`src/rtl/ex_pkg.sv`:
```
// ex_pkg: opcodes and ID/EX register layout shared by the execute stage
package ex_pkg;
  localparam logic [4:0] OP_BEQ  = 5'h10;
  localparam logic [4:0] OP_BNE  = 5'h11;
  localparam logic [4:0] OP_CALL = 5'h12;
  typedef struct packed {
    logic [31:0] instr;
    logic [31:0] pc;
    logic [4:0]  op;
    logic        a_sel;
    logic        b_sel;
    logic        ret;
    logic [31:0] qa;
    logic [31:0] qb;
  } ex_reg_t;
  function automatic logic [31:0] sext16(input logic [15:0] v);
    return {{16{v[15]}}, v};
  endfunction
endpackage

```
`src/rtl/ex_branch_resolve_ras.sv`:
```
// ras_stack: return-address stack; a push when full overwrites the oldest entry
module ras_stack #(
  parameter int DEPTH = 8
) (
  input  logic        clk,
  input  logic        rst,
  input  logic        push,
  input  logic        pop,
  input  logic [31:0] push_data,
  output logic [31:0] top,
  output logic        empty
);
  localparam int PW = $clog2(DEPTH);
  localparam logic [PW:0] FULL = (PW+1)'(DEPTH);
  logic [31:0]   mem_q [DEPTH];
  logic [PW-1:0] ptr_q, ptr_d;
  logic [PW:0]   cnt_q, cnt_d;
  logic          do_pop;
  always_comb begin
    do_pop = pop && !empty;
    ptr_d  = push ? ptr_q + 1'b1 : do_pop ? ptr_q - 1'b1 : ptr_q;
    cnt_d  = push ? (cnt_q == FULL ? cnt_q : cnt_q + 1'b1) : do_pop ? cnt_q - 1'b1 : cnt_q;
  end
  always_ff @(posedge clk) begin
    if (rst) begin
      ptr_q <= '0;
      cnt_q <= '0;
    end else begin
      ptr_q <= ptr_d;
      cnt_q <= cnt_d;
    end
  end
  always_ff @(posedge clk) begin
    if (push) mem_q[ptr_q] <= push_data;
  end
  assign top   = mem_q[ptr_q - 1'b1];
  assign empty = cnt_q == '0;
endmodule

```
`src/rtl/ex_branch_resolve.sv`:
```
// ex_branch_resolve: ID/EX register, branch/call/return resolution and fetch redirect
module ex_branch_resolve
  import ex_pkg::*;
#(
  parameter int          RAS_DEPTH     = 8,
  parameter int          BRANCH_SHADOW = 2,
  parameter logic [31:0] RESET_VECTOR  = 32'h0000_0000
) (
  input  logic        clk,
  input  logic        rst,
  input  logic        IF_VALID,
  input  logic [31:0] INSTRUCTION,
  input  logic [31:0] IF_PC,
  input  logic [4:0]  ALU_OP,
  input  logic        A_SEL,
  input  logic        B_SEL,
  input  logic        ret_enable,
  input  logic [31:0] QT_A,
  input  logic [31:0] QT_B,
  output logic        ALU_Z,
  output logic        BRANCH,
  output logic [31:0] SE_B,
  output logic [31:0] SE_PC,
  output logic        EX_VALID,
  output logic        RAS_ERR
);
  localparam int SW = $clog2(BRANCH_SHADOW + 2);
  localparam logic [SW-1:0] SHADOW = SW'(BRANCH_SHADOW);
  ex_reg_t       ex_q, ex_d;
  logic          ex_valid_q, ex_valid_d;
  logic [SW-1:0] squash_q, squash_d;
  logic          alu_z_q, alu_z_d;
  logic          branch_q, branch_d;
  logic [31:0]   se_pc_q, se_pc_d;
  logic          ras_err_q, ras_err_d;
  logic [31:0]   se_b, op_a, op_b, target, ras_top;
  logic          z, is_call, taken, push, pop, capture, ras_empty;
  logic          unused_hi;
  always_comb begin
    se_b    = sext16(ex_q.instr[15:0]);
    op_a    = ex_q.a_sel ? ex_q.qa : ex_q.pc;
    op_b    = ex_q.b_sel ? se_b : ex_q.qb;
    z       = (op_a - op_b) == '0;
    is_call = ex_q.op == OP_CALL;
    taken   = ex_valid_q && (ex_q.ret || is_call || (ex_q.op == OP_BEQ && z) || (ex_q.op == OP_BNE && !z));
    target  = ex_q.ret ? (ras_empty ? RESET_VECTOR : ras_top) :
              is_call  ? {ex_q.pc[31:26], ex_q.instr[25:0]} : ex_q.pc + 32'd1 + se_b;
    push    = ex_valid_q && !ex_q.ret && is_call;
    pop     = ex_valid_q && ex_q.ret;
    // the slot arriving on the redirect edge is the first wrong-path one
    capture    = IF_VALID && squash_q == '0 && !taken;
    ex_d       = capture ? ex_reg_t'{instr: INSTRUCTION, pc: IF_PC, op: ALU_OP, a_sel: A_SEL,
                                     b_sel: B_SEL, ret: ret_enable, qa: QT_A, qb: QT_B} : ex_q;
    ex_valid_d = capture;
    squash_d   = taken ? SHADOW - SW'(IF_VALID) : (IF_VALID && squash_q != '0) ? squash_q - 1'b1 : squash_q;
    alu_z_d    = ex_valid_q ? z : alu_z_q;
    branch_d   = taken;
    se_pc_d    = taken ? target : se_pc_q;
    ras_err_d  = ras_err_q || (pop && ras_empty);
  end
  always_ff @(posedge clk) begin
    if (rst) begin
      ex_q       <= '0;
      ex_valid_q <= 1'b0;
      squash_q   <= '0;
      alu_z_q    <= 1'b0;
      branch_q   <= 1'b0;
      se_pc_q    <= '0;
      ras_err_q  <= 1'b0;
    end else begin
      ex_q       <= ex_d;
      ex_valid_q <= ex_valid_d;
      squash_q   <= squash_d;
      alu_z_q    <= alu_z_d;
      branch_q   <= branch_d;
      se_pc_q    <= se_pc_d;
      ras_err_q  <= ras_err_d;
    end
  end
  ras_stack #(.DEPTH(RAS_DEPTH)) u_ras (
    .clk      (clk),
    .rst      (rst),
    .push     (push),
    .pop      (pop),
    .push_data(ex_q.pc + 32'd1),
    .top      (ras_top),
    .empty    (ras_empty)
  );
  assign unused_hi = ^ex_q.instr[31:26];
  assign ALU_Z     = alu_z_q;
  assign BRANCH    = branch_q;
  assign SE_B      = se_b;
  assign SE_PC     = se_pc_q;
  assign EX_VALID  = ex_valid_q;
  assign RAS_ERR   = ras_err_q;
endmodule

```
`config.mk`:
```
export PLATFORM = sky130hd
export DESIGN_NAME = ex_branch_resolve
export DESIGN_NICKNAME = d
export VERILOG_FILES = /design/src/rtl/ex_pkg.sv /design/src/rtl/ex_branch_resolve_ras.sv /design/src/rtl/ex_branch_resolve.sv
export SDC_FILE = /design/constraint.sdc
export NUM_CORES = 1
export LEC_CHECK = 0
export CELL_PAD_IN_SITES_DETAIL_PLACEMENT = 0
export CELL_PAD_IN_SITES_GLOBAL_PLACEMENT = 2
export CORE_ASPECT_RATIO = 2
export CORE_MARGIN = 1.5
export CORE_UTILIZATION = 36
export CTS_BUF_LIST = sky130_fd_sc_hd__clkbuf_16
export DETAILED_ROUTE_END_ITERATION = 16
export GPL_TIMING_DRIVEN = 0
export HOLD_SLACK_MARGIN = 0.08
export PLACE_DENSITY = 0.82
export SYNTH_ARGS = -nofsm -noshare
export SYNTH_HDL_FRONTEND = slang
export SYNTH_SLANG_ARGS = --single-unit
```
`constraint.sdc`:
```
create_clock -name clk -period 5.5 [get_ports clk]
set_clock_uncertainty 0.2 [all_clocks]
set_input_delay 1.1 -clock clk [delete_from_list [all_inputs] [get_ports clk]]
set_output_delay 1.1 -clock clk [all_outputs]
set_load 0.1 [all_outputs]
```
Yosys cells after proc, flatten, opt, wreduce, memory -nomap -nowiden
Memories as Yosys holds them, arrays and structs flattened.
Index checks and enable logic that the tools add are counted.
{ "op_classes": {"n_addsub": 9, "n_mul": 0, "div_mod_pow": 0, "magnitude_cmp": 0, "eq_ne": 5, "shift": 0, "muxes": 14, "n_bitwise": 0, "reduce_logical": 26} }
{ "op_table": {"columns": ["operator", "n"], "rows": [
  ["32-bit two-way mux", 5],
  ["32-bit by 1-bit adder with 32-bit output (second input constant)", 1],
  ["32-bit adder", 1],
  ["32-bit zero test", 1],
  ["32-bit subtractor", 1],
  ["5-bit equality test (second input constant)", 3],
  ["4-bit two-way mux", 3],
  ["1-bit logical AND", 11],
  ["3-bit two-way mux", 2],
  ["2-bit nonzero test", 3],
  ["4-bit by 1-bit adder with 4-bit output (second input constant)", 1],
  ["4-bit equality test (second input constant)", 1],
  ["1-bit zero test", 4],
  ["4-bit zero test", 1],
  ["1-bit logical OR", 4],
  ["2-bit two-way mux", 2],
  ["4-bit by 1-bit subtractor with 4-bit output (second input constant)", 1],
  ["3-bit by 1-bit adder with 3-bit output (second input constant)", 1],
  ["3-bit by 1-bit subtractor with 3-bit output (second input constant)", 1],
  ["2-bit zero test", 1],
  ["1-bit two-way mux", 2],
  ["2-bit != test (second input constant)", 1],
  ["2-bit AND reduction", 1],
  ["2-bit by 1-bit subtractor with 2-bit output (first input constant)", 1],
  ["2-bit by 1-bit subtractor with 2-bit output (second input constant)", 1]
]} }
{ "word_totals": {"register_bits": 175, "latchBits": 0, "ramBits": 256, "rom_bits": 0, "inputBits": 139, "out_inout_bits": 68, "word_cells": 71, "mem_count": 1} }
{ "memory_table": {"columns": ["name", "depth", "word_bits", "rd", "rd_ports_with_merged_regs", "write_ports", "line_no", "text"], "rows": [
  ["u_ras.mem_q", 8, 32, 1, 0, 1, "ex_branch_resolve_ras.sv:15", "logic [31:0] mem_q [DEPTH];"]
]} }

Logic depth before layout (Yosys ltp)
Gate-level depths: netlist of the first run.
{ "depth": {"word_depth": 9, "mapped_depth": 20, "depth_no_buf": 18} }

Hierarchy
From an unflattened synthesis of the first run, not the netlist that was laid out.
{ "unflattened": {"hier_cells": 1981, "area_unflattened_um2": 23194.7} }
{ "by_module_without_submodules": {"columns": ["module", "instances", "cells_per_inst", "area_per_inst_um2"], "rows": [
  ["ex_branch_resolve", 1, 1548, 12854.8],
  ["ras_stack", 1, 433, 10339.9]
]} }

Least setup slack after synthesis of the first run
Ideal clock, no wire load.
{ "synth_timing": {"path_kind": "flip-flop to flip-flop", "start": "register ex_q (netlist bit SE_B[15])", "end": "register ex_q (netlist bit SE_B[15])", "arrival_time_ns": 5.031, "path_slack_ns": 0.141, "stages_incl_launch_ff": 20, "n_path_buf": 5, "synth_period_minus_slack_ns": 5.359, "path_cell_list": "dfxtp_1 -> and2_1 -> clkbuf_1 -> clkbuf_1 -> a21oi_1 -> ha_1 -> buf_2 -> a21o_1 -> a21o_1 -> a21o_1 -> or3_1 -> or3_4 -> a2111oi_2 -> o211ai_1 -> or4b_4 -> nand3_2 -> buf_12 -> buf_6 -> mux2i_1 -> nor2_1"} }
{ "synth_between": {"elab_chain_len": 9, "elab_cells_between_ends": 11, "cone_classes": "add/sub: 1; mux: 1; reduce/logical: 9"} }
{ "synth_rtl": {"columns": ["item", "line_no", "text"], "rows": [
  ["from (decl)", "ex_branch_resolve.sv:29", "ex_reg_t ex_q, ex_d;"],
  ["from (signal assigned)", "ex_branch_resolve.sv:63", "ex_q <= '0;"],
  ["from (signal assigned)", "ex_branch_resolve.sv:71", "ex_q <= ex_d;"],
  ["32-bit two-way mux *", "ex_branch_resolve.sv:42", "op_b = ex_q.b_sel ? se_b : ex_q.qb;"],
  ["32-bit subtractor *", "ex_branch_resolve.sv:43", "z = (op_a - op_b) == '0;"],
  ["32-bit zero test *", "ex_branch_resolve.sv:43", null],
  ["1-bit logical AND / 1-bit zero test (equally long branches)", "ex_branch_resolve.sv:45", "taken = ex_valid_q && (ex_q.ret || is_call || (ex_q.op == OP_BEQ && z) || (ex_q.op == OP_BNE && !z));"],
  ["1-bit logical OR / 1-bit logical AND (equally long branches)", "ex_branch_resolve.sv:45", null],
  ["1-bit logical OR *", "ex_branch_resolve.sv:45", null],
  ["1-bit logical AND *", "ex_branch_resolve.sv:45", null],
  ["1-bit zero test *", "ex_branch_resolve.sv:51", "capture = IF_VALID && squash_q == '0 && !taken;"],
  ["1-bit logical AND *", "ex_branch_resolve.sv:51", null]
]} }
Mark *: on every way between the ends. The rest lies on a longest branch, timed or not.
A chain may end at the register's enable or synchronous reset.

Worst setup path in the final report of the first run
{ "layout_timing": {"start": "register ex_q[66] (netlist bit)", "end": "register ex_q[102] (netlist bit)"} }
{ "layout_between": {"elab_chain_len": 9, "elab_cells_between_ends": 11, "cone_classes": "add/sub: 1; mux: 1; reduce/logical: 9"} }
{ "layout_rtl": {"columns": ["item", "line_no", "text"], "rows": [
  ["32-bit two-way mux *", "ex_branch_resolve.sv:41", "op_a = ex_q.a_sel ? ex_q.qa : ex_q.pc;"],
  ["32-bit subtractor *", "ex_branch_resolve.sv:43", null],
  ["32-bit zero test *", "ex_branch_resolve.sv:43", null],
  ["1-bit logical AND / 1-bit zero test (equally long branches)", "ex_branch_resolve.sv:45", null],
  ["1-bit logical OR / 1-bit logical AND (equally long branches)", "ex_branch_resolve.sv:45", null],
  ["1-bit logical OR *", "ex_branch_resolve.sv:45", null],
  ["1-bit logical AND *", "ex_branch_resolve.sv:45", null],
  ["1-bit zero test *", "ex_branch_resolve.sv:51", null],
  ["1-bit logical AND *", "ex_branch_resolve.sv:51", null]
]} }
Marked as above.

==> results.sh, run 1 <==
export IMPL_top_layer_used="met4"
export IMPL_grt_pass1_vias=16310
export IMPL_gp_congestion=0.9757
export IMPL_ys_warn_count=0
export IMPL_cp_cell_sequence="clkbuf_8, mux2_2, ha_1, nor2b_1, o21ai_0, o221ai_1, mux2i_1, a2bb2oi_2, o211ai_1, or4_4, or4b_4, nand3_4, buf_12, buf_8, mux2i_1, nor2_1"
export IMPL_rsz0062_at_grt="true"
export IMPL_endpoint_kind="flip-flop"
export IMPL_synth_area_mm2=0.02150
export IMPL_io_buffers=199
export IMPL_clock_fmax_mhz=185.8
export IMPL_ant_nets=0
export IMPL_ys_flop_type="edfxtp_1"
export IMPL_slew_violations=0
export IMPL_cp_start_kind="flip-flop"
export IMPL_grt_overflow_total=0
export IMPL_cts_buffers=40
export IMPL_viasPerCell=5.559
export IMPL_critical_path_top_delay_family="simple AND/OR/NAND/NOR gates"
export IMPL_first_iter_violations=956
export IMPL_setup_viol=0
export IMPL_report_power_total_mw=10.25
export IMPL_postCtsHoldBufs=0
export IMPL_crit_top_cell="mux2i_1"
export IMPL_vdd_drop_max_uv=304.6
export IMPL_crit_type="reg -> reg"
export IMPL_critical_path_slowest_cell="mux2i_1"
export IMPL_areaGrowthSynthToFinish_pct=24.26
export IMPL_clkSlewWorstSetupHoldPaths_ns=0.06
export IMPL_dp_hpwl_um=63290
export IMPL_clk_latency_ns=0.60
export IMPL_cts_tree="yes"
export IMPL_drive_gt1_share_pct=16.17
export IMPL_cellPowerDensity_mw_per_mm2=383.7
export IMPL_clk_path_buf_depth=3
export IMPL_hold_start="ex_q[44]"
export IMPL_synth_area_per_cell_um2=12.05
export IMPL_htreeDepth=2
export IMPL_slowest_delay_ns=0.59
export IMPL_fp_row_count=126
export IMPL_crit_path_start="ex_q[66]"
export IMPL_die_area_mm2=0.06127
export IMPL_reg2regPathDepth=16
export IMPL_stdcell_area_mm2=0.02671
export IMPL_worst_pin_slew_ns=1.313
export IMPL_r2r_slack_ns=0.12
export IMPL_min_to="ex_q[44]"
export IMPL_critical_path_arrival_ns=5.62
export IMPL_grt_use_total_pct=25.84
export IMPL_p_leak_nw=10.37
export IMPL_hold_viol_final=0
export IMPL_clkSinkCount=431
export IMPL_min_period_ns=5.381
export IMPL_wl_met2_um=42780
export IMPL_min_period_over_period_pct=97.83
export IMPL_final_nets=2268
export IMPL_maxSlewHeadroom_pct=11.85
export IMPL_vias=15900
export IMPL_synthArstFlopShare_pct=0
export IMPL_drc=0
export IMPL_syn_nets=1993
export IMPL_place_area_mm2=0.02478
export IMPL_wirelength_um=79160
export IMPL_synth_edf_count=256
export IMPL_synth_distinct_cells=74
export IMPL_worst_path_stages=16
export IMPL_netlist_instances=1784
export IMPL_rr_endpoint="ex_q[102]"
export IMPL_cp_num_buf_inv=3
export IMPL_core_area_mm2=0.05896
export IMPL_die_x_um=175.8
export IMPL_max_cap_violations=0
export IMPL_hold_path_depth=2
export IMPL_r2r_start="ex_q[66]"
export IMPL_antenna_found_initial=1
export IMPL_yosysSeqAreaShare_pct=52.06
export IMPL_die_h_um=348.6
export IMPL_required_ns=5.74
export IMPL_synth_seq_cells=431
export IMPL_cts_root_buf="clkbuf_16"
export IMPL_status="completed"
export IMPL_drtPass1Iterations=6
export IMPL_io_pins=207
export IMPL_dr_wl_met3_um=2961
export IMPL_initial_core_util_pct=36.46
export IMPL_grt_pass1_wl_um=111800
export IMPL_wl_met1_um=25470
export IMPL_grt_start_max_net_pins=24
export IMPL_wl_per_cell_um=27.68
export IMPL_min_path_type="reg -> reg"
export IMPL_critPathMaxFanout=10
==> cell usage after synthesis (6+ instances only) <==
master       n  area [µm²]
mux2i_1    172        1722
a221oi_1    15       131.4
o221ai_1    17       148.9
o21bai_1     7       52.55
xnor2_1     46       402.9
nor3b_1      6       45.04
nor2_1     214       803.3
a31oi_1     11       68.82
a21oi_1     99       495.5
ha_1        68       850.8
o2111ai_1    6       52.55
nor4_1       7       43.79
dfxtp_1    175        3503
nor3_1      23       115.1
edfxtp_1   256        7687
buf_6        6       67.56
buf_4       39       292.8
o21a_1      12       90.09
nand2_1     88       330.3
mux4_2      64        1441
buf_1       12       45.04
xor2_1      20       175.2
nor2b_1     10       62.56
o211ai_1    12       90.09
nand4_1     18       112.6
nand3_1     23       115.1
and4_1       6       52.55
a211oi_2    10       125.1
and2_1       6       37.54
o31ai_1      6       45.04
o211a_1     20       200.2
o21ai_0     52       260.3
and3_1      13       81.33
a211oi_1    23       172.7
or3_1        6       37.54
inv_1       24       90.09
a21o_1      28       210.2
nand2b_1    13       81.33
clkbuf_1    57       214.0
mux2_2      31       349.1
buf_2        6       30.03
==> layout by cell type, fill, tap and decap left out, types with 22 or more instances in the layout <==
cell type        instances
clkbuf_16               41
nor2_1                 211
xnor2_1                 32
ha_1                    64
mux2i_1                172
a21o_1                  28
clkdlybuf4s50_1        199
clkbuf_1                45
o21ai_0                 46
dfxtp_1                173
mux4_2                  64
mux2_2                  31
buf_6                   22
nand3_1                 22
nand2_1                 88
a21oi_1                 95
inv_1                   30
edfxtp_1               256
buf_4                   61
==> power breakdown <==
part	switching (mW)	internal [mW]	leakage [nW]	total, mW
Combinational	2.25	1.31	5.91	3.55
Sequential	0.214	3.63	3.78	3.84
Clock	1.32	1.53	0.669	2.85
Total	3.78	6.47	10.4	10.2
==> area by class of cell <==
type / count / area, µm²
inverter: 26 / 100.1
multi-input combinational: 1202 / 9932
fill: 5419 / 32250
timing repair buffer: 241 / 2436
antenna: 2 / 5.005
clock inverter: 32 / 309.0
sequential: 431 / 11200
clock buffer: 41 / 1026
buffer: 117 / 742.0
tap: 768 / 960.9
==> per-layer routing <==
| layer | global-route usage [%] | vias up |
|---|---|---|
| met5 | 0 | - |
| met4 | 20.18 | 0 |
| met3 | 2.549 | 194 |
| met2 | 49.85 | 552 |
| met1 | 24.44 | 7867 |
| li1 | - | 7287 |
==> registers in the layout (all words and copies together), names as in the netlist, 2 cells and up <==
register,flops
SE_B,16
u_ras.cnt_q,4
u_ras.mem_q,256
squash_q,2
ex_q,114
SE_PC,32
u_ras.ptr_q,3
==> worst min-delay path, cell delays in order (launching register included) <==
cell and delay (ns):
dfxtp_1 0.32, mux2i_1 0.07, nor2_1 0.07
==> cell families after synthesis <==
logic type / after synthesis / share of synthesized area, %
adder cells (fa/ha/maj): 70 / 4.144
multiplexers: 267 / 16.34
buffers and inverters: 151 / 3.848
AO/OA/AOI/OAI: 353 / 11.46
XOR/XNOR: 66 / 2.689
AND/OR/NAND/NOR: 446 / 9.459
flip-flops: 431 / 52.06
==> stage by stage <==
step           std cells  utilization, %   TNS, ns  setup WS (ns)  hold WS [ns]
3_5_place_dp        2774           42.03   -280.09         -1.787        0.2820
5_1_grt             2859           45.30  -0.09072       -0.07761        0.3198
2_1_floorplan       1784               -         0         0.1415        0.2576
6_report            2860           45.30         0         0.1193        0.2937
3_3_place_gp        2751           41.47   -747.98         -3.520        0.2712
4_1_cts             2856           45.02         0       0.008374        0.2982
==> repair_timing <==
item	CTS	global route
resized for setup	69	23
endpoints found under the setup margin	167	164
setup buffers	13	6
pin swaps	10	6
==> how the worst max path moves through the flow <==
stage	to	slack (ns)
5_1_grt	SE_PC[31]	-0.08
3_3_place_gp	u_ras.mem_q[0][12]	-3.52
4_1_cts	ex_q[47]	0.008
6_report	ex_q[102]	0.12
3_5_place_dp	ex_q[48]	-1.79
2_1_floorplan	SE_B[15]	0.14
No activity file was read; power rests on OpenSTA's default activity.
==> run 2: changes to the inputs <==
CORE_UTILIZATION = 39   (was 36)
DONT_BUFFER_PORTS = 1   (was not set)
GPL_TIMING_DRIVEN = 1   (was 0)
HOLD_SLACK_MARGIN = 0.06   (was 0.08)
PLACE_DENSITY = 0.8   (was 0.82)
==> results.sh, run 2 (synthesized netlist as in run 1, its figures left out) <==
export IMPL_status="completed"
export IMPL_dp_hpwl_um=50390
export IMPL_hold_path_depth=2
export IMPL_drtPass1Iterations=7
export IMPL_vias=14740
export IMPL_p_seq_share_pct=39.3
export IMPL_hold_viol_final=0
export IMPL_rsz0062_at_grt="false"
export IMPL_layout_commonest_cell="edfxtp_1"
export IMPL_report_power_total_mw=9.944
export IMPL_p_int_mw=6.417
export IMPL_areaGrowthSynthToFinish_pct=13.60
export IMPL_endpoint_kind="flip-flop"
export IMPL_min_to="ex_q[17]"
export IMPL_htreeDepth=2
export IMPL_min_path_type="reg -> reg"
export IMPL_grt_pass1_wl_um=97740
export IMPL_cts_root_buf="clkbuf_16"
export IMPL_grt_pass1_vias=15120
export IMPL_placed_cells_incl_taps=2488
export IMPL_top_register="u_ras.mem_q"
export IMPL_layout_common_cells="256 x edfxtp_1, 211 x nor2_1, 172 x dfxtp_1, 172 x mux2i_1, 137 x buf_4"
export IMPL_gp_congestion=0.9507
export IMPL_grt_overflow_total=0
export IMPL_critPathMaxFanout=34
export IMPL_clock_fmax_mhz=190.2
export IMPL_fillCellCount=5046
export IMPL_crit_type="reg -> reg"
export IMPL_p_switching_mw=3.528
export IMPL_antenna_found_initial=2
export IMPL_p_leak_nw=9.648
export IMPL_clk_path_buf_depth=3
export IMPL_core_area_mm2=0.05450
export IMPL_slew_violations=0
export IMPL_worst_pin_slew_ns=1.129
export IMPL_p_comb_share_pct=32.5
export IMPL_vdd_drop_max_uv=508.2
export IMPL_critical_path_slowest_cell="or4b_4"
export IMPL_die_x_um=169.0
export IMPL_setup_tns_ns=0
export IMPL_ant_nets=0
export IMPL_cp_start_kind="flip-flop"
export IMPL_io_buffers=0
export IMPL_setup_viol=0
export IMPL_switching_share_pct=35.47
export IMPL_cp_cell_sequence="buf_12, mux2_2, ha_1, o21ai_0, a21oi_1, o211ai_1, a211oi_1, buf_4, nor4_1, o211ai_1, or4_1, buf_4, or4b_4, nand3_2, buf_12, buf_12, o221ai_1, o211a_1"
export IMPL_r2r_slack_ns=0.24
export IMPL_cellPowerDensity_mw_per_mm2=407.2
export IMPL_p_clk_share_pct=28.3
export IMPL_drive_gt1_share_pct=18.64
export IMPL_rr_endpoint="SE_PC[19]"
export IMPL_wl_per_cell_um=26.30
export IMPL_maxSlewHeadroom_pct=24.60
export IMPL_final_nets=2064
export IMPL_clk_latency_ns=0.58
export IMPL_clkSlewWorstSetupHoldPaths_ns=0.06
export IMPL_reg2regPathDepth=18
export IMPL_required_ns=5.76
export IMPL_layoutNonFillerInstCount=2566
export IMPL_die_h_um=335.0
export IMPL_clkSinkCount=431
export IMPL_crit_top_cell="buf_12"
export IMPL_min_period_over_period_pct=95.61
export IMPL_min_period_ns=5.259
export IMPL_grt_use_total_pct=23.85
export IMPL_drc=0
export IMPL_viasPerCell=5.746
export IMPL_r2r_start="ex_q[66]"
export IMPL_fp_row_count=121
export IMPL_grt_start_max_net_pins=160
export IMPL_cts_buffers=41
export IMPL_fin_hold_ws_ns=0.2958
export IMPL_largest_reg_flops=256
export IMPL_first_iter_violations=789
export IMPL_cts_tree="yes"
export IMPL_wirelength_um=67490
export IMPL_io_pins=207
export IMPL_slowest_delay_ns=0.53
export IMPL_postCtsHoldBufs=0
export IMPL_initial_core_util_pct=39.44
export IMPL_final_util_pct=44.80
export IMPL_die_area_mm2=0.05662
export IMPL_critical_path_arrival_ns=5.52
export IMPL_max_cap_violations=0
export IMPL_hold_start="ex_q[17]"
[run 2: how the worst max path moves through the flow]
stage / endpoint / slack, ns / from / cells after the start
floorplan: SE_B[15] / 0.14 / SE_B[15] / 19
global placement: SE_PC[19] / 0.13 / ex_q[66] / 17
detailed placement: SE_PC[19] / 0.1 / ex_q[66] / 17
CTS: SE_PC[19] / 0.08 / ex_q[66] / 17
global route: SE_PC[30] / 0.06 / ex_q[66] / 18
finish: SE_PC[19] / 0.24 / ex_q[66] / 18
[run 2: per-stage QoR]
stage	cell area, µm²	worst slack (ns)
after global placement	23070	0.1283
after CTS	24380	0.07931
after detailed placement	23070	0.09648
after floorplan	21500	0.1415
final	24420	0.2415
after global routing	24420	0.06044
[run 2: what timing repair did]
| item | in CTS | in global routing |
|---|---|---|
| endpoints found under the setup margin | 0 | 112 |
| resized for setup | 0 | 8 |
| setup buffers | 0 | 0 |
[run 2: final cells by class]
cell class                 instances  area (µm²)  share of cell area [%]
clock buffer                      42        1051                   4.304
tap                              676       845.8                   3.464
timing repair buffer             153        1356                   5.554
sequential                       431       11200                   45.87
inverter                          26       97.59                  0.3997
antenna                            2       5.005                 0.02050
multi-input combinational       1202        9607                   39.34
clock inverter                    34       256.5                   1.050
[run 2: power groups by stage]
stage                     Sequential [mW]  Clock (mW)  Combinational [mW]
after global routing                 3.92        2.97                3.45
final                                3.90        2.81                3.23
after detailed placement             3.97           0                3.20
after CTS                            3.90        2.87                3.22
after global placement               3.97           0                3.18
after floorplan                      3.93           0                2.17
[run 2: routing by layer]
metal | wire length, µm | part of all wire [%] | GRT usage (%) | up-vias
li1 | - | - | - | 6871
met1 | 23470 | 35 | 24.64 | 7295
met2 | 37270 | 55 | 46.14 | 443
met3 | 2985 | 4.4 | 3.010 | 134
met4 | 3762 | 5.6 | 12.48 | 0
met5 | 0 | 0 | 0 | -
[run 2: worst max-delay path, delay by kind of cell, from the launching register on]
family                   cells  cell delay, ns
adder cells (fa/ha/maj)      1            0.31
flip-flops                   1            0.35
buffers and inverters        5            0.96
multiplexers                 1            0.34
AND/OR/NAND/NOR              4            1.41
AO/OA/AOI/OAI                7            1.54
==> run 3: changes to the inputs <==
CORE_UTILIZATION = 44   (was 39)
PLACE_DENSITY = 0.85   (was 0.8)
clock period = 6.02 ns   (was 5.5 ns; I/O delays follow)
==> results.sh, run 3 (synthesized netlist as in run 1, its figures left out) <==
export IMPL_grt_start_max_net_pins=160
export IMPL_ant_nets=0
export IMPL_grt_pass1_wl_um=94050
export IMPL_largest_reg_flops=256
export IMPL_seqCellArea_mm2=0.01120
export IMPL_grt_overflow_total=0
export IMPL_maxSlewHeadroom_pct=25.46
export IMPL_p_leak_nw=9.384
export IMPL_antenna_found_initial=1
export IMPL_vdd_drop_max_uv=272.5
export IMPL_critPathMaxFanout=22
export IMPL_critical_path_arrival_ns=5.86
export IMPL_postCtsHoldBufs=0
export IMPL_cp_start_kind="flip-flop"
export IMPL_clkSlewWorstSetupHoldPaths_ns=0.07
export IMPL_die_h_um=315.6
export IMPL_hold_viol_final=0
export IMPL_dp_hpwl_um=48610
export IMPL_status="completed"
export IMPL_layout_commonest_cell="edfxtp_1"
export IMPL_setup_viol=0
export IMPL_clock_fmax_mhz=178.4
export IMPL_endpoint_kind="flip-flop"
export IMPL_layout_common_cells="256 x edfxtp_1, 211 x nor2_1, 173 x dfxtp_1, 172 x mux2i_1, 101 x buf_4"
export IMPL_slowest_delay_ns=0.55
export IMPL_r2r_slack_ns=0.41
export IMPL_viasPerCell=5.862
export IMPL_fp_row_count=114
export IMPL_cts_tree="yes"
export IMPL_wl_per_cell_um=26.14
export IMPL_min_period_over_period_pct=93.14
export IMPL_min_path_type="reg -> reg"
export IMPL_rsz0062_at_grt="false"
export IMPL_drtPass1Iterations=5
export IMPL_initial_core_util_pct=44.45
export IMPL_reg2regPathDepth=17
export IMPL_critical_path_slowest_cell="or4_1"
export IMPL_final_nets=2022
export IMPL_slew_violations=0
export IMPL_io_pins=207
export IMPL_fillCellCount=4310
export IMPL_cts_resized_gates=0
export IMPL_clkSinkCount=431
export IMPL_r2r_start="ex_q[65]"
export IMPL_die_area_mm2=0.05027
export IMPL_cellPowerDensity_mw_per_mm2=370.9
export IMPL_cp_cell_sequence="buf_4, mux2i_1, ha_1, a21oi_1, nor3b_2, a211oi_1, nor3_1, or3_1, o211ai_1, or4_1, buf_4, or4b_4, nand3_4, buf_12, buf_12, mux2i_1, nor2_1"
export IMPL_worst_pin_slew_ns=1.117
export IMPL_top_register="u_ras.mem_q"
export IMPL_hold_start="ex_q[53]"
export IMPL_htreeDepth=2
export IMPL_clk_path_buf_depth=3
export IMPL_hold_path_depth=2
export IMPL_areaGrowthSynthToFinish_pct=11.34
export IMPL_grt_use_total_pct=25.46
export IMPL_wirelength_um=64880
export IMPL_die_x_um=159.3
export IMPL_gp_congestion=0.9693
export IMPL_layoutNonFillerInstCount=2482
export IMPL_required_ns=6.27
export IMPL_max_cap_violations=0
export IMPL_drc=0
export IMPL_vias=14550
export IMPL_setup_tns_ns=0
export IMPL_grt_pass1_vias=14980
export IMPL_drive_gt1_share_pct=16.60
export IMPL_placed_cells_incl_taps=2409
export IMPL_core_area_mm2=0.04835
export IMPL_cts_buffers=40
export IMPL_first_iter_violations=794
export IMPL_rr_endpoint="ex_q[95]"
export IMPL_crit_type="reg -> reg"
export IMPL_postCtsSetupBuffers=0
export IMPL_min_period_ns=5.607
export IMPL_min_to="ex_q[53]"
export IMPL_cts_root_buf="clkbuf_16"
export IMPL_multiInputGateArea_mm2=0.009560
export IMPL_io_buffers=0
export IMPL_clk_latency_ns=0.56
run 3: cell types whose count changed in the layout (fill, tap and decap cells not counted), sizes merged:
cell	delta
buf	-41
clkbuf	-1
clkinv	+1
clkinvlp	-1
diode	-1
inv	-3
run 3: layout make-up:
cell class	instances	area share [%]
Sequential cell	431	46.79
Clock inverter	31	1.072
Timing Repair Buffer	112	4.151
Inverter	26	0.4078
Tap cell	638	3.335
Multi-Input combinational cell	1202	39.95
Clock buffer	41	4.287
Antenna cell	1	0.01046
run 3: report_power, final:
group          leakage [nW]  switching (mW)  internal (mW)
logic                  4.96            1.73           1.03
registers              3.78           0.270           3.31
clock network         0.641            1.15           1.38
total                  9.38            3.15           5.73
run 3: through the flow:
step	hold slack, ns	cell area [µm²]	power (mW)	setup slack, ns	utilization [%]
4_1_cts	0.2971	23930	8.933	0.3851	49.49
6_report	0.2961	23930	8.876	0.4131	49.50
5_1_grt	0.3198	23930	9.224	0.1049	49.50
2_1_floorplan	0.2576	21500	5.574	0.6615	-
3_5_place_dp	0.2820	22650	6.400	0.3934	46.84
3_3_place_gp	0.2729	22650	6.373	0.4079	46.84
run 3: critical path, delay by kind of cell, from the launching register on:
family                     cells  cell delay [ns]
DFF                            1             0.53
AOI/OAI and AO/OA              3             0.61
adders and majority gates      1             0.33
muxes                          2             0.51
and+or+nand+nor                7             2.37
buffers and inverters          4             0.88
run 3: how the worst max path moves through the flow:
stage,from,end,cells after the start
3_5_place_dp,ex_q[65],ex_q[88],17
6_report,ex_q[65],ex_q[95],17
2_1_floorplan,SE_B[15],SE_B[15],19
3_3_place_gp,ex_q[65],ex_q[92],17
4_1_cts,ex_q[65],ex_q[88],17
5_1_grt,ex_q[65],ex_q[94],17
run 3: routing by layer:
metal / global-route usage [%] / vias to the layer above / part of all wire (%)
met4: 13.68 / 0 / 5.6
met2: 50.35 / 433 / 56
li1: - / 6781 / -
met3: 3.608 / 137 / 4.7
met5: 0 / - / 0
met1: 25.27 / 7199 / 34
==> RTL change 1: new RTL, settings of run 3 <==
`BRANCH_SHADOW`: 2 -> 4.
--- a/src/rtl/ex_branch_resolve.sv
+++ b/src/rtl/ex_branch_resolve.sv
@@ -4,5 +4,5 @@
 #(
   parameter int          RAS_DEPTH     = 8,
-  parameter int          BRANCH_SHADOW = 2,
+  parameter int          BRANCH_SHADOW = 4,
   parameter logic [31:0] RESET_VECTOR  = 32'h0000_0000
 ) (
Check against the original RTL: not equivalent (a bounded check fails within 10 cycles, from zero or initial values and one cycle with rst high).
==> RTL change 1 against run 3 <==
Critical path depth increased by 1. Cell area up 2.1%. Worst setup slack worse by 0.16 ns. Clock power decreased by 5%. Power increased by 20%. Global-route usage grew 0.37 points. Via count is 6.4% higher. Sequential cell count rose by 1. Synthesized cell count rose by 12%. First-iteration DRC count is 28% higher. Wire length grew 3.0%. Area after synthesis up 3.0%. Maximum frequency decreased by 2.8%.
==> RTL change 1: results (changes against run 3) <==
metric,value,unit,change
crit_family,simple AND/OR/NAND/NOR gates,,
htree_levels,2,,unchanged
fin_cells,2670,,+7.6%
regMostFlops,u_ras.mem_q,,
drive_gt1_share,13.8,%,-2.8 points
place.gp.congestion,0.924,,-4.7%
cts_buffers,39,,-2.5%
synth-async-reset-ratio,0,%,unchanged
fmax,173,MHz,-2.8%
avgViaCountPerCell,5.80,,-1.1%
drt_iter0_drc,1016,,+28%
grt_pass1_vias,15900,,+6.2%
placed_area,23200,um2,+2.5%
vdd_drop_max,0.000352,V,+29%
r2r_cells,18,,+1
drt_wl_total,66800,um,+3.0%
holdWs,0.258,ns,-0.0380 ns
met2_wirelength,36700,um,+0.98%
grt_max_degree,142,,-11%
synthXorXnorAreaFrac,2.93,%,+0.24 points
routedLengthMet1,23200,um,+6.3%
cpMaxStageDelayCell,a2111oi_0,,
grt_pass1_wl,98300,um,+4.5%
seq_area_frac_synth,50.6,%,-1.4 points
min_from,ex_q[13],,
p_int,6.27,mW,+9.5%
grt.met3_usage,2.81,%,-0.80 points
yosys-mux-area-fraction,16.3,%,-0.048 points
synth_common_cells,"359 x nand2_1, 256 x edfxtp_1, 178 x mux2i_1",,
wl_met3,2390,um,-22%
rrSetupSlack,0.25,ns,-0.16 ns
grtUsageTotal,25.8,%,+0.37 points
synth_area_leaders,"edfxtp_1 35%, dfxtp_1 16%, mux2i_1 8.0%, mux4_2 6.5%, nand2_1 6.1%",,
synth-compound-area-share,9.55,%,-1.9 points
place_ws,0.217,ns,-0.176 ns
grt_use_met2,49.8,%,-0.55 points
comb_power_share,40.6,%,+9.5 points
hpwl,49400,um,+1.7%
post-place-cells,2597,,+7.8%
met1_usage,25.8,%,+0.52 points
netlist_instances,1998,,+12%
r2r-end,ex_q[98],,
ys_types,68,,-8.1%
status,"complete, no violations",,
critPathMaxStageDelay,0.63,ns,+0.08 ns
maxSlewHeadroom,23.7,%,-1.7 points
cp.arrival,6.05,ns,+0.19 ns
min_delay_worst_endpoint,ex_q[13],,
synth_fa_ha_area_share,4.08,%,-0.063 points
path_max_fanout,17,,-23%
p_leak,9.36,nW,-0.26%
## RTL change 1: cell count changes after synthesis, moves of 9 or more
cell | before | now
a211oi_2 | 10 | 0
a21oi_1 | 99 | 118
and3_1 | 13 | 22
clkbuf_1 | 57 | 93
nand2_1 | 88 | 359
nand3_1 | 23 | 33
nor2_1 | 214 | 70
nor3_1 | 23 | 68
o211a_1 | 20 | 0
o221ai_1 | 17 | 0
o22ai_1 | 3 | 21
xor2_1 | 20 | 31
## RTL change 1: power groups by stage
stage,clock (mW),combinational [mW],sequential (mW)
floorplan,0,3.01,3.87
finish,2.41,4.32,3.90
global placement,0,4.25,3.97
global route,2.55,4.60,3.93
CTS,2.46,4.30,3.91
detailed placement,0,4.28,3.97
## RTL change 1: cell type report
cell class / instances / area [um2]
antenna: 1 / 2.50
multi-input combinational: 1391 / 10200
clock buffer: 40 / 1000
tap: 649 / 812
fill: 4563 / 25500
clock inverter: 32 / 206
sequential: 432 / 11200
timing repair buffer: 105 / 941
inverter: 20 / 82.6
==> RTL change 2: new RTL, flow settings as in run 3 <==
Made on the original files. Put a register stage on the output `SE_B`, with the module's reset. The value now appears one clock later. The other outputs are not delayed to match.
--- a/src/rtl/ex_branch_resolve.sv
+++ b/src/rtl/ex_branch_resolve.sv
@@ -90,5 +90,11 @@
   assign ALU_Z     = alu_z_q;
   assign BRANCH    = branch_q;
-  assign SE_B      = se_b;
+  always_ff @(posedge clk) begin
+    if (rst) begin
+      SE_B <= '0;
+    end else begin
+      SE_B <= se_b;
+    end
+  end
   assign SE_PC     = se_pc_q;
   assign EX_VALID  = ex_valid_q;
Behaviour: not the same (a bounded check fails within 4 cycles, from zero or initial values and one cycle with rst high).
==> RTL change 2 against run 3 <==
Final cell count increased by 11%. Core utilization decreased by 0.71 points. Global-route usage increased by 0.62 points. Count of clock-buffer cells in the layout unchanged. Area after synthesis increased by 7.2%. Sequential cell count increased by 16. Wire length increased by 6.8%. Sequential power increased by 11%. Power increased by 20%. Maximum frequency increased by 1.4%. First-iteration DRC count increased by 41%. Cell area increased by 5.3%. Worst setup slack improved by 0.076 ns. Critical endpoint is now ex_q[75].
==> RTL change 2: results (changes against run 3) <==
metric,value,unit,change
status,"complete, no violations",,
buf_share,2.81,%,-1.3 points
inverters,24,,-7.7%
multi_input_area_share,42.8,%,+2.8 points
synthXorXnorAreaFrac,2.74,%,+0.048 points
grt_max_degree,128,,-20%
min_delay_worst_endpoint,ex_q[33],,
drt_iter0_drc,1118,,+41%
r2r_cells,15,,-2
maxSlewHeadroom,23.4,%,-2.1 points
syn_nets,2299,,+15%
synth_area_leaders,"edfxtp_1 33%, dfxtp_1 17%, mux2i_1 6.7%, mux4_2 6.3%, nand2_1 5.8%",,
place_ws,0.549,ns,+0.156 ns
ys_ff_latch,447,,+3.7%
avgViaCountPerCell,5.94,,+1.4%
vias,16400,,+13%
p_leak,9.44,nW,+0.59%
placed_area,23900,um2,+5.7%
post-place-cells,2689,,+12%
hpwl,51000,um,+4.8%
drive_gt1_share,13.0,%,-3.6 points
clock_tree_area_fraction,5.06,%,-0.30 points
grt_pass1_vias,16900,,+13%
buffers,79,,-29%
yosys-mux-area-fraction,15.4,%,-0.95 points
cp.arrival,5.82,ns,-0.04 ns
antenna_cells,0,,-1
startpoint,ex_q[119],,
holdWs,0.256,ns,-0.0402 ns
grtUsageTotal,26.1,%,+0.62 points
RTL change 2: power by group:
group | switching [mW] | internal (mW)
logic | 2.60 | 1.49
clock network | 1.18 | 1.38
registers | 0.462 | 3.52
RTL change 2: cell families (layout without fill, tap and decap cells):
family,Yosys count,after routing
simple gates,695,695
fa+ha+maj,70,70
xor+xnor,72,72
compound gates,375,375
flops,447,447
buf+inv,164,176
mux,267,267
RTL change 2: per-layer routing:
metal / global-route usage, % / share of wire, %
met3: 3.56 / 5.2
met5: 0 / 0.027
met4: 13.7 / 5.5
met1: 28.6 / 36
met2: 47.9 / 53
RTL change 2: worst max path at each step:
| stage | to | slack [ns] |
|---|---|---|
| global placement | SE_PC[31] | 0.58 |
| detailed placement | ex_q[75] | 0.55 |
| floorplan | u_ras.mem_q[0][0] | 0.71 |
| finish | ex_q[75] | 0.49 |
| global route | ex_q[75] | 0.16 |
| CTS | ex_q[75] | 0.50 |
